**src/rtl/alu_seq_if.sv**
```systemverilog
// Operation/result handshake bundle for alu_seq.
// master drives operations and consumes results; slave is the ALU.
interface alu_seq_if #(
  parameter int WIDTH = 8
);
  logic             in_valid;
  logic             in_ready;
  logic [2:0]       op;
  logic [WIDTH-1:0] a;
  logic [WIDTH-1:0] b;
  logic             out_valid;
  logic             out_ready;
  logic [WIDTH-1:0] result;
  logic [3:0]       flags;

  modport master (
    output in_valid, op, a, b, out_ready,
    input  in_ready, out_valid, result, flags
  );

  modport slave (
    input  in_valid, op, a, b, out_ready,
    output in_ready, out_valid, result, flags
  );
endinterface

```
**src/rtl/alu_seq.sv**
```systemverilog
// Handshaked ALU with registered result/flags {N,V,C,Z}.
// Single-cycle logic ops, WIDTH-cycle shift-add multiply.
module alu_seq #(
  parameter int WIDTH = 8
) (
  input logic     clk,
  input logic     rst_n,
  alu_seq_if.slave bus
);
  localparam int CW = (WIDTH > 2) ? $clog2(WIDTH) : 1;
  localparam logic [CW-1:0] LAST = CW'(WIDTH - 1);

  localparam logic [2:0] OP_ADD = 3'b000;
  localparam logic [2:0] OP_SUB = 3'b001;
  localparam logic [2:0] OP_OR  = 3'b010;
  localparam logic [2:0] OP_AND = 3'b011;
  localparam logic [2:0] OP_XOR = 3'b100;
  localparam logic [2:0] OP_ORR = 3'b101;
  localparam logic [2:0] OP_ANR = 3'b110;
  localparam logic [2:0] OP_MUL = 3'b111;

  typedef enum logic {IDLE, MUL} state_t;

  state_t             state;
  logic [CW-1:0]      cnt;
  logic [2*WIDTH-1:0] mcand;
  logic [2*WIDTH-1:0] acc;
  logic [WIDTH-1:0]   mplier;
  logic [WIDTH-1:0]   result_q;
  logic [3:0]         flags_q;
  logic               out_valid_q;
  logic               take;

  logic [WIDTH-1:0]   bb;
  logic [WIDTH:0]     sum;
  logic [WIDTH-1:0]   alu_res;
  logic               alu_c;
  logic               alu_v;
  logic [2*WIDTH-1:0] acc_nxt;

  assign bus.in_ready  = rst_n && (state == IDLE)
                      && (!out_valid_q || bus.out_ready);
  assign bus.out_valid = out_valid_q;
  assign bus.result    = result_q;
  assign bus.flags     = flags_q;
  assign take          = bus.in_valid && bus.in_ready;

  always_comb begin
    bb      = (bus.op == OP_SUB) ? ~bus.b : bus.b;
    sum     = {1'b0, bus.a} + {1'b0, bb}
            + {{WIDTH{1'b0}}, bus.op == OP_SUB};
    alu_res = '0;
    alu_c   = 1'b0;
    alu_v   = 1'b0;
    unique case (1'b1)
      (bus.op == OP_ADD),
      (bus.op == OP_SUB): begin
        alu_res = sum[WIDTH-1:0];
        alu_c   = sum[WIDTH];
        // Overflow judged on the operand actually fed to the adder.
        alu_v   = (bus.a[WIDTH-1] == bb[WIDTH-1])
               && (sum[WIDTH-1] != bus.a[WIDTH-1]);
      end
      (bus.op == OP_OR):  alu_res = bus.a | bus.b;
      (bus.op == OP_AND): alu_res = bus.a & bus.b;
      (bus.op == OP_XOR): alu_res = bus.a ^ bus.b;
      (bus.op == OP_ORR):
        alu_res = {{(WIDTH-1){1'b0}}, |(bus.a | bus.b)};
      (bus.op == OP_ANR):
        alu_res = {{(WIDTH-1){1'b0}}, &(bus.a & bus.b)};
      default: alu_res = '0;
    endcase
  end

  assign acc_nxt = acc + (mplier[0] ? mcand : '0);

  always_ff @(posedge clk or negedge rst_n) begin
    if (!rst_n) begin
      state       <= IDLE;
      cnt         <= '0;
      mcand       <= '0;
      acc         <= '0;
      mplier      <= '0;
      result_q    <= '0;
      flags_q     <= 4'b0000;
      out_valid_q <= 1'b0;
    end else begin
      if (out_valid_q && bus.out_ready) out_valid_q <= 1'b0;
      unique case (state)
        IDLE: begin
          if (take && bus.op == OP_MUL) begin
            mcand  <= {{WIDTH{1'b0}}, bus.a};
            mplier <= bus.b;
            acc    <= '0;
            cnt    <= '0;
            state  <= MUL;
          end else if (take) begin
            result_q    <= alu_res;
            flags_q     <= {alu_res[WIDTH-1], alu_v, alu_c,
                            alu_res == '0};
            out_valid_q <= 1'b1;
          end
        end
        MUL: begin
          acc    <= acc_nxt;
          mcand  <= mcand << 1;
          mplier <= mplier >> 1;
          if (cnt == LAST) begin
            result_q    <= acc_nxt[WIDTH-1:0];
            flags_q     <= {acc_nxt[WIDTH-1], 1'b0,
                            |acc_nxt[2*WIDTH-1:WIDTH],
                            acc_nxt[WIDTH-1:0] == '0};
            out_valid_q <= 1'b1;
            cnt         <= '0;
            state       <= IDLE;
          end else begin
            cnt <= cnt + 1'b1;
          end
        end
        default: state <= IDLE;
      endcase
    end
  end
endmodule

```
**src/flat_wrapper.sv**
```systemverilog
// flat-port wrapper written by rule: the top's interface ports become plain ports
module alu_seq_flat 
#(
  parameter int WIDTH = 8
)
  (clk, rst_n, bus_in_valid, bus_op, bus_a, bus_b, bus_out_ready, bus_in_ready, bus_out_valid, bus_result, bus_flags);
  alu_seq_if #(.WIDTH(WIDTH)) bus_i ();
  input logic clk;
  input logic rst_n;
  input wire logic [$bits(bus_i.in_valid)-1:0] bus_in_valid;
  input wire logic [$bits(bus_i.op)-1:0] bus_op;
  input wire logic [$bits(bus_i.a)-1:0] bus_a;
  input wire logic [$bits(bus_i.b)-1:0] bus_b;
  input wire logic [$bits(bus_i.out_ready)-1:0] bus_out_ready;
  output wire logic [$bits(bus_i.in_ready)-1:0] bus_in_ready;
  output wire logic [$bits(bus_i.out_valid)-1:0] bus_out_valid;
  output wire logic [$bits(bus_i.result)-1:0] bus_result;
  output wire logic [$bits(bus_i.flags)-1:0] bus_flags;
  assign bus_i.in_valid = bus_in_valid;
  assign bus_i.op = bus_op;
  assign bus_i.a = bus_a;
  assign bus_i.b = bus_b;
  assign bus_i.out_ready = bus_out_ready;
  assign bus_in_ready = bus_i.in_ready;
  assign bus_out_valid = bus_i.out_valid;
  assign bus_result = bus_i.result;
  assign bus_flags = bus_i.flags;
  alu_seq #(.WIDTH(WIDTH)) u_core (.clk(clk), .rst_n(rst_n), .bus(bus_i));
endmodule
```
**config.mk**
```make
export PLATFORM = sky130hd
export DESIGN_NAME = alu_seq_flat
export DESIGN_NICKNAME = d
export VERILOG_FILES = /design/src/rtl/alu_seq_if.sv /design/src/rtl/alu_seq.sv /design/src/flat_wrapper.sv
export SDC_FILE = /design/constraint.sdc
export NUM_CORES = 1
export LEC_CHECK = 0
export ABC_AREA = 1
export BUFFER_PORTS_ARGS = -buffer_cell sky130_fd_sc_hd__buf_2
export CORE_UTILIZATION = 57
export CTS_BUF_LIST = sky130_fd_sc_hd__clkbuf_8
export CTS_CLUSTER_DIAMETER = 40
export DETAILED_ROUTE_END_ITERATION = 8
export PLACE_DENSITY = 0.78
export SYNTH_ARGS = -nofsm -noshare
export SYNTH_HDL_FRONTEND = slang
export SYNTH_SLANG_ARGS = --single-unit
```
**constraint.sdc**
```tcl
create_clock -name clk -period 2.2 [get_ports clk]
set_input_delay 0.33 -clock clk [delete_from_list [all_inputs] [get_ports clk]]
set_output_delay 0.33 -clock clk [all_outputs]
set_load 0.02 [all_outputs]
```
==> flow_results.xml <==
<?xml version="1.0" encoding="UTF-8"?>
<metrics>
  <group name="place">
    <metric name="placement.setup.worst_slack" unit="ps">-142</metric>
    <metric name="place.gp.congestion" unit="">0.920</metric>
    <metric name="dp_hpwl" unit="mm">9.06</metric>
    <metric name="port-buffer-count" unit="">36</metric>
  </group>
  <group name="power">
    <metric name="share_of_total_power_in_sequential_cells" unit="">0.332</metric>
    <metric name="netSwitchingPower" unit="W">0.00228</metric>
    <metric name="share_clk_of_total_power" unit="">0.135</metric>
    <metric name="power.density_cell_area" unit="mW/mm^2">957</metric>
    <metric name="worst_ir_drop_vdd" unit="uV">559</metric>
    <metric name="proportion_of_total_power_due_to_net_switching" unit="">0.443</metric>
    <metric name="power.leakage" unit="nW">2.91</metric>
    <metric name="share_comb_of_total_power" unit="">0.533</metric>
    <metric name="cell_internal_pwr" unit="W">0.00287</metric>
  </group>
  <group name="sta">
    <metric name="worst_pin_slew" unit="ps">723</metric>
    <metric name="achievable-frequency" unit="MHz">452</metric>
    <metric name="pnr_worst_setup_slack" unit="ps">-13.6</metric>
    <metric name="timing.final.hold_violations" unit="">0</metric>
    <metric name="maxSlewHeadroom" unit="">0.518</metric>
    <metric name="period_minus_slack" unit="ps">2210</metric>
    <metric name="slew_viol_final" unit="">0</metric>
    <metric name="finalSetupViolations" unit="">2</metric>
    <metric name="timing.final.crit_share" unit="">1.01</metric>
    <metric name="clock-skew-final" unit="ps">16.4</metric>
    <metric name="grt_setup_unrepaired" unit="">yes</metric>
  </group>
  <group name="route">
    <metric name="drt-vias-per-instance" unit="">5.47</metric>
    <metric name="postRouteAntennaNets" unit="">0</metric>
    <metric name="via_count" unit="">4405</metric>
    <metric name="route.detailed.wl_per_inst" unit="um">15.4</metric>
    <metric name="drc" unit="">0</metric>
    <metric name="initialDrtViolationCount" unit="">294</metric>
    <metric name="firstDrtPassIters" unit="">5</metric>
    <metric name="postRouteWirelength" unit="mm">12.4</metric>
  </group>
  <group name="layout">
    <metric name="area.growth.synth_to_final" unit="%">19.8</metric>
    <metric name="num_antenna_cells" unit="">0</metric>
    <metric name="finish.utilization" unit="">0.700</metric>
    <metric name="ratio_of_cells_with_drive_above_1_in_the_final_layout" unit="">0.218</metric>
    <metric name="nets" unit="">768</metric>
  </group>
  <group name="setup_path">
    <metric name="timing_worst_setup_path_type" unit="">reg -&gt; reg</metric>
    <metric name="critPathTopFamily" unit="">simple AND/OR/NAND/NOR gates</metric>
    <metric name="critical_path.most_common_cell" unit="">sky130_fd_sc_hd__nand2_1</metric>
    <metric name="worstPathArrival" unit="ps">2420</metric>
    <metric name="critical_path_peak_fanout" unit="">7</metric>
    <metric name="critical_path_buf_inv_count" unit="">3</metric>
    <metric name="crit_path_cell_trace" unit="">buf_4, nand2_1, inv_1, ha_4, nand2_1, nand2_1, inv_1, nor2_1, o21ai_0, nand3_1, xor2_1, nand3_1, nand2_1, a21oi_1</metric>
    <metric name="critical-path-slowest-cell" unit="">sky130_fd_sc_hd__dfrtp_1</metric>
    <metric name="critical_path_required" unit="ps">2410</metric>
    <metric name="start_kind" unit="">register</metric>
    <metric name="worst_setup_path_end_kind" unit="">register</metric>
    <metric name="critical_path.max_stage_delay" unit="ps">420</metric>
  </group>
  <group name="clocking">
    <metric name="path_clk_slew" unit="ps">110</metric>
    <metric name="cts_tree" unit="">yes</metric>
    <metric name="htreeDepth" unit="">2</metric>
    <metric name="cts_max_path_buffers" unit="">2</metric>
    <metric name="tritoncts.num_buffers" unit="">5</metric>
    <metric name="cts.sinks" unit="">56</metric>
    <metric name="clkLatencyLatePin" unit="ps">310</metric>
    <metric name="cts.root.buffer_cell" unit="">sky130_fd_sc_hd__clkbuf_8</metric>
  </group>
  <group name="global_routing">
    <metric name="grt_antenna_before_repair" unit="">0</metric>
    <metric name="first_global_vias" unit="">4334</metric>
    <metric name="pin_count_of_the_biggest_net_entering_global_routing" unit="">57</metric>
    <metric name="grt.overflow.total" unit="">0</metric>
    <metric name="grt_first_pass_wirelength" unit="mm">19.9</metric>
    <metric name="grt_usage" unit="">0.299</metric>
  </group>
  <group name="synth">
    <metric name="synthesis.yosys.warnings" unit="">0</metric>
    <metric name="post_synth.cell_area_avg" unit="um^2">7.01</metric>
    <metric name="syn_nets" unit="">707</metric>
    <metric name="ys_async_sr_fraction" unit="">1.00</metric>
    <metric name="post_synth_num_cell_types" unit="">40</metric>
    <metric name="ys_dominant_reg_cell" unit="">sky130_fd_sc_hd__dfrtp_1</metric>
    <metric name="syn-instance-count" unit="">641</metric>
    <metric name="edff_count_synth" unit="">0</metric>
    <metric name="total_standard_cell_area_after_synthesis" unit="mm^2">0.00449</metric>
    <metric name="synth_seq_area_share" unit="">0.312</metric>
    <metric name="ys_ff_latch" unit="">56</metric>
  </group>
  <group name="die">
    <metric name="i_o_pins" unit="">37</metric>
    <metric name="floorplan.core_area" unit="mm^2">0.00769</metric>
    <metric name="floorplan.die.width" unit="um">90.8</metric>
    <metric name="num_rows" unit="">32</metric>
    <metric name="initial_core_util" unit="">0.585</metric>
    <metric name="die_h" unit="um">90.8</metric>
    <metric name="die_area" unit="mm^2">0.00824</metric>
  </group>
  <group name="run_status">
    <metric name="run_status" unit="">finished with violations</metric>
    <metric name="failed_checks" unit="">negative setup slack</metric>
  </group>
  <group name="run">
    <metric name="cap_viol_max_count" unit="">0</metric>
  </group>
  <group name="min_path">
    <metric name="hold_path.class" unit="">in -&gt; async</metric>
  </group>
</metrics>
-- cells by family after synthesis --
| group | Yosys count | synth area share |
|---|---|---|
| xor gates and xnor gates | 16 | 0.0312 |
| adders and majority gates | 43 | 0.123 |
| AOI/OAI and AO/OA | 79 | 0.116 |
| and+or+nand+nor | 325 | 0.310 |
| buffers and inverters | 122 | 0.109 |
| DFF | 56 | 0.312 |
-- power by group through the flow --
stage | Clock [W] | Combinational [W] | Sequential [W]
finish | 0.000693 | 0.00275 | 0.00171
global route | 0.000732 | 0.00303 | 0.00176
CTS | 0.000701 | 0.00259 | 0.00169
detailed placement | 0 | 0.00248 | 0.00168
global placement | 0 | 0.00242 | 0.00166
floorplan | 0 | 0.00165 | 0.00174
-- cell usage in the layout (no fill, tap or decap), drive strengths merged, types with 4 or more instances in the layout --
master / n
o21ai: 14
nor2: 45
nand2: 209
o22ai: 8
o211ai: 16
ha: 41
nor3: 5
dfrtp: 56
a22o: 4
o21a: 5
a21oi: 19
or2: 7
inv: 107
buf: 71
xnor2: 6
nand3: 43
nand4: 12
clkbuf: 5
xor2: 10
-- worst paths after layout --
path	from	endpoint	slack (ps)	cells past startpoint
min	rst_n	u_core.acc[6]	250	2
max in group asynchronous	rst_n	u_core.mcand[3]	1460	2
max reg2reg	u_core.mplier[0]	u_core.bus.flags[1]	-10	14
min reg2reg	u_core.cnt[0]	u_core.cnt[0]	490	1
min in group clk	bus_a[7]	u_core.mcand[7]	370	3
max	u_core.mplier[0]	u_core.bus.flags[1]	-10	14
-- sequential cells by signal (all words and copies together) (netlist names) --
signal                count
u_core.bus.flags          3
u_core.cnt                3
u_core.state              1
u_core.mplier             8
u_core.mcand             16
u_core.bus.result         8
u_core.bus.out_valid      1
u_core.acc               16
-- cell usage after synthesis, types with 3 or more instances --
| master | instances | area (um^2) |
|---|---|---|
| sky130_fd_sc_hd__xor2_1 | 10 | 87.6 |
| sky130_fd_sc_hd__dfrtp_1 | 56 | 1400 |
| sky130_fd_sc_hd__clkbuf_1 | 7 | 26.3 |
| sky130_fd_sc_hd__buf_2 | 6 | 30.0 |
| sky130_fd_sc_hd__nor2_1 | 44 | 165 |
| sky130_fd_sc_hd__inv_1 | 99 | 372 |
| sky130_fd_sc_hd__o22ai_1 | 8 | 50.1 |
| sky130_fd_sc_hd__a21oi_1 | 18 | 90.1 |
| sky130_fd_sc_hd__o21ai_0 | 12 | 60.1 |
| sky130_fd_sc_hd__nand3_2 | 3 | 30.0 |
| sky130_fd_sc_hd__nand3_1 | 40 | 200 |
| sky130_fd_sc_hd__nand2_2 | 6 | 37.5 |
| sky130_fd_sc_hd__nand4_1 | 11 | 68.8 |
| sky130_fd_sc_hd__ha_1 | 41 | 513 |
| sky130_fd_sc_hd__or2_2 | 6 | 37.5 |
| sky130_fd_sc_hd__nand2_1 | 203 | 762 |
| sky130_fd_sc_hd__o21a_1 | 5 | 37.5 |
| sky130_fd_sc_hd__xnor2_1 | 6 | 52.6 |
| sky130_fd_sc_hd__o211ai_1 | 15 | 113 |
| sky130_fd_sc_hd__inv_2 | 6 | 22.5 |
| sky130_fd_sc_hd__nor3_1 | 5 | 25.0 |
| sky130_fd_sc_hd__a22o_1 | 4 | 35.0 |
-- layer usage --
layer / part of all wire / up-vias / global-route usage
li1: - / 2169 / -
met1: 0.43 / 2051 / 0.386
met2: 0.49 / 151 / 0.509
met3: 0.047 / 34 / 0.0295
met4: 0.036 / 0 / 0.126
met5: 0 / - / 0
-- stage by stage --
| stage | cells | instance area (um^2) | TNS, ps | total power, W | hold slack (ps) |
|---|---|---|---|---|---|
| CTS | 803 | 5220 | 0 | 0.00498 | 275 |
| floorplan | 641 | 4530 | -1.13 | 0.00340 | 34.4 |
| finish | 805 | 5380 | -26.4 | 0.00515 | 247 |
| global route | 805 | 5380 | -622 | 0.00552 | 290 |
| global placement | 795 | 4980 | -192 | 0.00407 | 461 |
| detailed placement | 795 | 4980 | -479 | 0.00416 | 469 |
-- area by class of cell --
type / instances / area, um^2
clock buffers: 5 / 68.8
clock inverters: 3 / 42.5
multi-input cells: 463 / 2910
inverters: 105 / 394
well taps: 102 / 128
repair buffers: 71 / 443
fillers: 655 / 2300
flip-flops and latches: 56 / 1400
-- what timing repair did --
item / in CTS / in global routing
endpoints found under the setup margin: 5 / 12
buffers inserted: 0 / 2
gates resized for setup: 18 / 32
hold buffers: 0 / 0
pin swaps: 5 / 6
Note: power is estimated with default switching activity, not from simulation.
